==> config.mk <==
export PLATFORM = sky130hd
export DESIGN_NAME = dominant_color_sel
export DESIGN_NICKNAME = d
export VERILOG_FILES = /design/src/rtl/colordet_pkg.sv /design/src/rtl/pix_classify.sv /design/src/rtl/dominant_color_sel.sv
export SDC_FILE = /design/constraint.sdc
export NUM_CORES = 1
export LEC_CHECK = 0
export CORE_MARGIN = 8
export CORE_UTILIZATION = 35
export DETAILED_ROUTE_END_ITERATION = 10
export DONT_BUFFER_PORTS = 1
export SLEW_MARGIN = 20
export SYNTH_ARGS = -nofsm -noshare
export SYNTH_HDL_FRONTEND = slang
export SYNTH_SLANG_ARGS = --single-unit
export TNS_END_PERCENT = 1
==> constraint.sdc <==
create_clock -name clk -period 3.6 [get_ports clk]
set_input_delay 0.54 -clock clk [delete_from_list [all_inputs] [get_ports clk]]
set_output_delay 0.54 -clock clk [all_outputs]
set_load 0.1 [all_outputs]
==> src/rtl/colordet_pkg.sv <==
// Shared encodings for colour detection: filter ctrl codes, clr_sel bit
// positions, pixel classes and the dominant-colour FSM states.
package colordet_pkg;

  localparam logic [1:0] CTRL_RED   = 2'b01;
  localparam logic [1:0] CTRL_GREEN = 2'b00;
  localparam logic [1:0] CTRL_BLUE  = 2'b10;
  localparam logic [1:0] CTRL_NONE  = 2'b11;

  localparam int SEL_RED   = 3;
  localparam int SEL_GREEN = 2;
  localparam int SEL_BLUE  = 1;
  localparam int SEL_NONE  = 0;

  typedef enum logic [1:0] {
    CLS_NONE  = 2'd0,
    CLS_RED   = 2'd1,
    CLS_GREEN = 2'd2,
    CLS_BLUE  = 2'd3
  } pix_class_t;

  typedef enum logic [1:0] {
    IDLE   = 2'd0,
    ACCUM  = 2'd1,
    DECIDE = 2'd2
  } state_t;

endpackage

==> src/rtl/pix_classify.sv <==
// Combinational RGB classifier: a channel wins only when it beats both other
// channels by more than MARGIN. Shared with the highlight filter.
module pix_classify
  import colordet_pkg::*;
#(
  parameter int MARGIN = 32
) (
  input  logic [7:0]  r,
  input  logic [7:0]  g,
  input  logic [7:0]  b,
  output pix_class_t  cls
);

  // 10-bit unsigned operands keep x + MARGIN from overflowing.
  logic [9:0] r_x, g_x, b_x;
  logic [9:0] r_m, g_m, b_m;

  assign r_x = {2'b00, r};
  assign g_x = {2'b00, g};
  assign b_x = {2'b00, b};
  assign r_m = r_x + 10'(MARGIN);
  assign g_m = g_x + 10'(MARGIN);
  assign b_m = b_x + 10'(MARGIN);

  always_comb begin
    cls = CLS_NONE;
    if ((r_x > g_m) && (r_x > b_m)) begin
      cls = CLS_RED;
    end else if ((g_x > r_m) && (g_x > b_m)) begin
      cls = CLS_GREEN;
    end else if ((b_x > r_m) && (b_x > g_m)) begin
      cls = CLS_BLUE;
    end
  end

endmodule

==> src/rtl/dominant_color_sel.sv <==
// Per-frame dominant colour detector producing a one-hot clr_sel pulse at each
// frame end. Define DOMSEL_HYST_EN to suppress pulses for repeated decisions.
module dominant_color_sel
  import colordet_pkg::*;
#(
  parameter int MARGIN  = 32,
  parameter int CNT_W   = 20,
  parameter int MIN_PIX = 1024
) (
  input  logic       clk,
  input  logic       rst,
  input  logic [7:0] in_r,
  input  logic [7:0] in_g,
  input  logic [7:0] in_b,
  input  logic       pix_valid,
  input  logic       vsync,
  output logic [3:0] clr_sel,
  output logic [1:0] dom_ctrl,
  output logic       dom_valid
);

  // pix_valid qualifies one pixel per cycle with no backpressure; dom_valid is
  // a single-cycle strobe and clr_sel is non-zero only while it is high.
  state_t           state, state_nxt;
  logic             vsync_q;
  logic             frame_end;
  pix_class_t       cls;
  logic [CNT_W-1:0] cnt_r, cnt_g, cnt_b;
  logic             cnt_en;
  logic [CNT_W-1:0] win_cnt;
  logic [1:0]       dec_ctrl;
  logic [3:0]       dec_sel;
  logic             emit;

  function automatic logic [CNT_W-1:0] sat_inc(input logic [CNT_W-1:0] v);
    return (v == '1) ? v : v + CNT_W'(1);
  endfunction

  pix_classify #(.MARGIN(MARGIN)) u_classify (
    .r   (in_r),
    .g   (in_g),
    .b   (in_b),
    .cls (cls)
  );

  assign frame_end = vsync & ~vsync_q;
  assign cnt_en    = (state == ACCUM) & pix_valid & ~vsync;

  always_comb begin
    state_nxt = state;
    case (state)
      IDLE:    if (frame_end) state_nxt = ACCUM;
      ACCUM:   if (frame_end) state_nxt = DECIDE;
      DECIDE:  state_nxt = ACCUM;
      default: state_nxt = IDLE;
    endcase
  end

  // Winner selection; >= comparisons give red > green > blue on ties.
  always_comb begin
    win_cnt  = cnt_b;
    dec_ctrl = CTRL_BLUE;
    if ((cnt_r >= cnt_g) && (cnt_r >= cnt_b)) begin
      win_cnt  = cnt_r;
      dec_ctrl = CTRL_RED;
    end else if (cnt_g >= cnt_b) begin
      win_cnt  = cnt_g;
      dec_ctrl = CTRL_GREEN;
    end
    if (win_cnt < CNT_W'(MIN_PIX)) begin
      dec_ctrl = CTRL_NONE;
    end
    dec_sel = 4'b0000;
    case (dec_ctrl)
      CTRL_RED:   dec_sel[SEL_RED]   = 1'b1;
      CTRL_GREEN: dec_sel[SEL_GREEN] = 1'b1;
      CTRL_BLUE:  dec_sel[SEL_BLUE]  = 1'b1;
      default:    dec_sel[SEL_NONE]  = 1'b1;
    endcase
  end

`ifdef DOMSEL_HYST_EN
  assign emit = (state == DECIDE) && (dec_ctrl != dom_ctrl);
`else
  assign emit = (state == DECIDE);
`endif

  always_ff @(posedge clk) begin
    if (rst) begin
      state     <= IDLE;
      vsync_q   <= 1'b0;
      cnt_r     <= '0;
      cnt_g     <= '0;
      cnt_b     <= '0;
      clr_sel   <= 4'b0000;
      dom_ctrl  <= CTRL_NONE;
      dom_valid <= 1'b0;
    end else begin
      state     <= state_nxt;
      vsync_q   <= vsync;
      clr_sel   <= 4'b0000;
      dom_valid <= 1'b0;
      if ((state == IDLE && frame_end) || state == DECIDE) begin
        cnt_r <= '0;
        cnt_g <= '0;
        cnt_b <= '0;
      end else if (cnt_en) begin
        if (cls == CLS_RED)   cnt_r <= sat_inc(cnt_r);
        if (cls == CLS_GREEN) cnt_g <= sat_inc(cnt_g);
        if (cls == CLS_BLUE)  cnt_b <= sat_inc(cnt_b);
      end
      if (state == DECIDE) begin
        dom_ctrl <= dec_ctrl;
      end
      if (emit) begin
        clr_sel   <= dec_sel;
        dom_valid <= 1'b1;
      end
    end
  end

endmodule

==> impl_metrics.toml <==
[outcome]
status = "completed"

[pwr]
clock_power_share_pct = 47.7
p_int_uw = 1390
comb_power_share_pct = 10.5
powerDensity_mw_per_mm2 = 298
netSwitchingPower_uw = 481
pwr-share-seq_pct = 41.8
leakagePower_uw = 0.00251
swShare_pct = 25.7
ir_drop_v = 0.000210

[timing]
hold_violations = 0
fin_ws_ps = 660
timing.final.crit_share_pct = 81.7
fin_skew_ps = 9.01
clock.fmax_ghz = 0.340
setup_tns_ps = 0
relSlewSlack_pct = 35.3
finalCriticalPeriod_ps = 2940
rsz0062_at_grt = "no"
setup_violations = 0
tightest_slew_ps = 969
slew_violations = 0

[finish]
fillers = 1733
layout_commonest_cell = "ha_1"
fin_nets = 827
stdcell_area_mm2 = 0.00628
diodes = 0
final_cell_mix = "ha_1 (111), dfxtp_1 (70), inv_1 (65)"
areaGrowthSynthToFinish_pct = 9.18
drive_gt1_share_pct = 4.76

[critical_path]
worstPathRequired_ps = 3860
crit_fanout = 5
critPathLaunchType = "register"
crit_type = "register to register"
worstPathArrival_ps = 3200
crit_path_end_kind = "register"

[floorplan]
rows = 47
die_area_mm2 = 0.0208
dieHeight_um = 144
start_util_pct = 35.2
coreArea_mm2 = 0.0163
die_w_um = 144
ios = 35

[placed_design]
io_buffers = 0
dpl_worst_slack_ps = 483
dpl_cell_area_mm2 = 0.00599
hpwl_um = 11200
finalWeightedCongestion = 0.863

[clock_network]
clk_latency_ps = 340
cts_tree = "built"
htreeDepth = 3
clockBufferDepth = 2
postCtsResizedCells = 0
numCtsBuffers = 9
cts_hold_buf = 0
clk_pin_slew_ps = 60
postCtsSetupRepairBufs = 0
clock_sinks = 70
cts-root-buf = "clkbuf_16"

[route]
ant_nets = 0
wl_per_cell_um = 15.6
drt_iter0_drc = 254
firstDrtPassIters = 4
via_count = 4862
drc_errors = 0
wirelength_um = 14300
viasPerCell = 5.33

[logic_synthesis]
synth_ff_type = "dfxtp_1"
netlist_area_mm2 = 0.00575
ys_seq_elements = 70
syn_inst = 687
yosys_warnings = 0
synth_area_per_cell_um2 = 8.37
ys_seq_area_share_pct = 24.4
synth_cell_types = 62
synth_edf_count = 0
syn-num-nets = 826
ys_async_sr_fraction_pct = 0

[job]
maxCapViolCount = 0

[grt]
grt_pass1_wl_um = 23900
grtUsageTotal_pct = 14.5
gr-total-overflow = 0
antenna_found_initial = 0
grt_max_degree = 58
grt_pass1_vias = 4722

[hold_path]
hp-class = "primary input to register"
-- power by group through the flow --
| stage | Sequential [uW] | Clock (uW) | Combinational [uW] |
|---|---|---|---|
| 2_1_floorplan | 800 | 0 | 155 |
| 3_3_place_gp | 801 | 0 | 195 |
| 3_5_place_dp | 801 | 0 | 197 |
| 4_1_cts | 784 | 909 | 198 |
| 5_1_grt | 784 | 942 | 223 |
| 6_report | 784 | 893 | 196 |
-- logic make-up (layout without fill, tap and decap cells) --
group	after synthesis	after routing	synth area share, %
AND/OR/NAND/NOR	248	248	23.5
AO/OA/AOI/OAI	140	140	16.5
adder cells (fa/ha/maj)	111	111	24.2
buffers and inverters	79	85	5.48
flip-flops	70	70	24.4
XOR/XNOR	35	35	5.33
multiplexers	4	4	0.696
-- sequential cells by signal (all words and copies together) (netlist names) --
name       count
clr_sel        4
cnt_b         20
cnt_g         20
cnt_r         20
dom_ctrl       2
dom_valid      1
state          2
vsync_q        1
-- critical path, stage by stage (launching register included) --
cell and delay [ps]:
dfxtp_1 390, inv_1 90, ha_1 290, nand2b_1 140
a2111oi_0 590, o21ai_0 240, nand4_1 160, a211oi_1 80
o31ai_1 480, a31o_2 230, nor3b_1 170
-- final cells by class --
class	instances	area, um2	area share [%]
Sequential cell	70	1400	22.3
Multi-Input combinational cell	538	4040	64.3
Clock inverter	6	62.6	0.997
Timing Repair Buffer	4	30.0	0.478
Inverter	65	244	3.89
Tap cell	220	275	4.39
Clock buffer	10	229	3.65
-- path summary, 6_finish.rpt --
| kind | from | endpoint | slack, ps | cells after the start |
|---|---|---|---|---|
| worst max-delay path | cnt_r[0] | clr_sel[0] | 660 | 10 |
| worst min-delay path | rst | state[0] | 260 | 1 |
| worst max register to register | cnt_r[0] | clr_sel[0] | 660 | 10 |
| worst min register to register | cnt_b[19] | cnt_b[19] | 480 | 2 |
-- Yosys cell counts (all sizes together), types with 2 or more instances --
cell,count,area share (%)
xor2,17,2.6
xnor2,18,2.7
or4,8,1.0
a21o,15,2.0
or2,2,0.26
nor3,15,1.4
o31ai,7,1.2
and2,3,0.33
or3,15,1.6
clkbuf,9,0.59
nand4bb,2,0.39
a2111oi,2,0.30
a31oi,3,0.33
a21oi,42,3.7
nor2b,9,1.1
mux2i,4,0.70
o21a,7,0.91
and3,7,0.76
inv,65,4.2
ha,111,24
a31o,2,0.30
nor4,11,1.4
o211ai,14,1.9
nand2b,6,0.65
a211oi,8,1.0
buf,5,0.65
o221ai,2,0.61
nand3,28,2.5
nor2,52,3.4
a211o,2,0.30
nor3b,3,0.39
a21boi,2,0.26
dfxtp,70,24
nand2,44,2.9
o21ai,23,2.0
and4,7,1.1
nand4,32,3.5
-- stage by stage --
stage	instances	utilization (%)	hold slack, ps	power [uW]
2_1_floorplan	687	-	452	955
3_3_place_gp	897	36.6	463	996
3_5_place_dp	897	36.6	467	998
4_1_cts	913	38.4	255	1890
5_1_grt	913	38.4	249	1950
6_report	913	38.4	264	1870
-- per-layer routing --
| layer | vias to the layer above | global-route usage, % | share of wire, % |
|---|---|---|---|
| li1 | 2517 | - | - |
| met3 | 15 | 4.36 | 4.8 |
| met2 | 78 | 23.4 | 45 |
| met4 | 0 | 4.11 | 1.4 |
| met1 | 2252 | 18.4 | 48 |
| met5 | - | 0 | 0 |
Note: power is estimated with default switching activity, not from simulation.
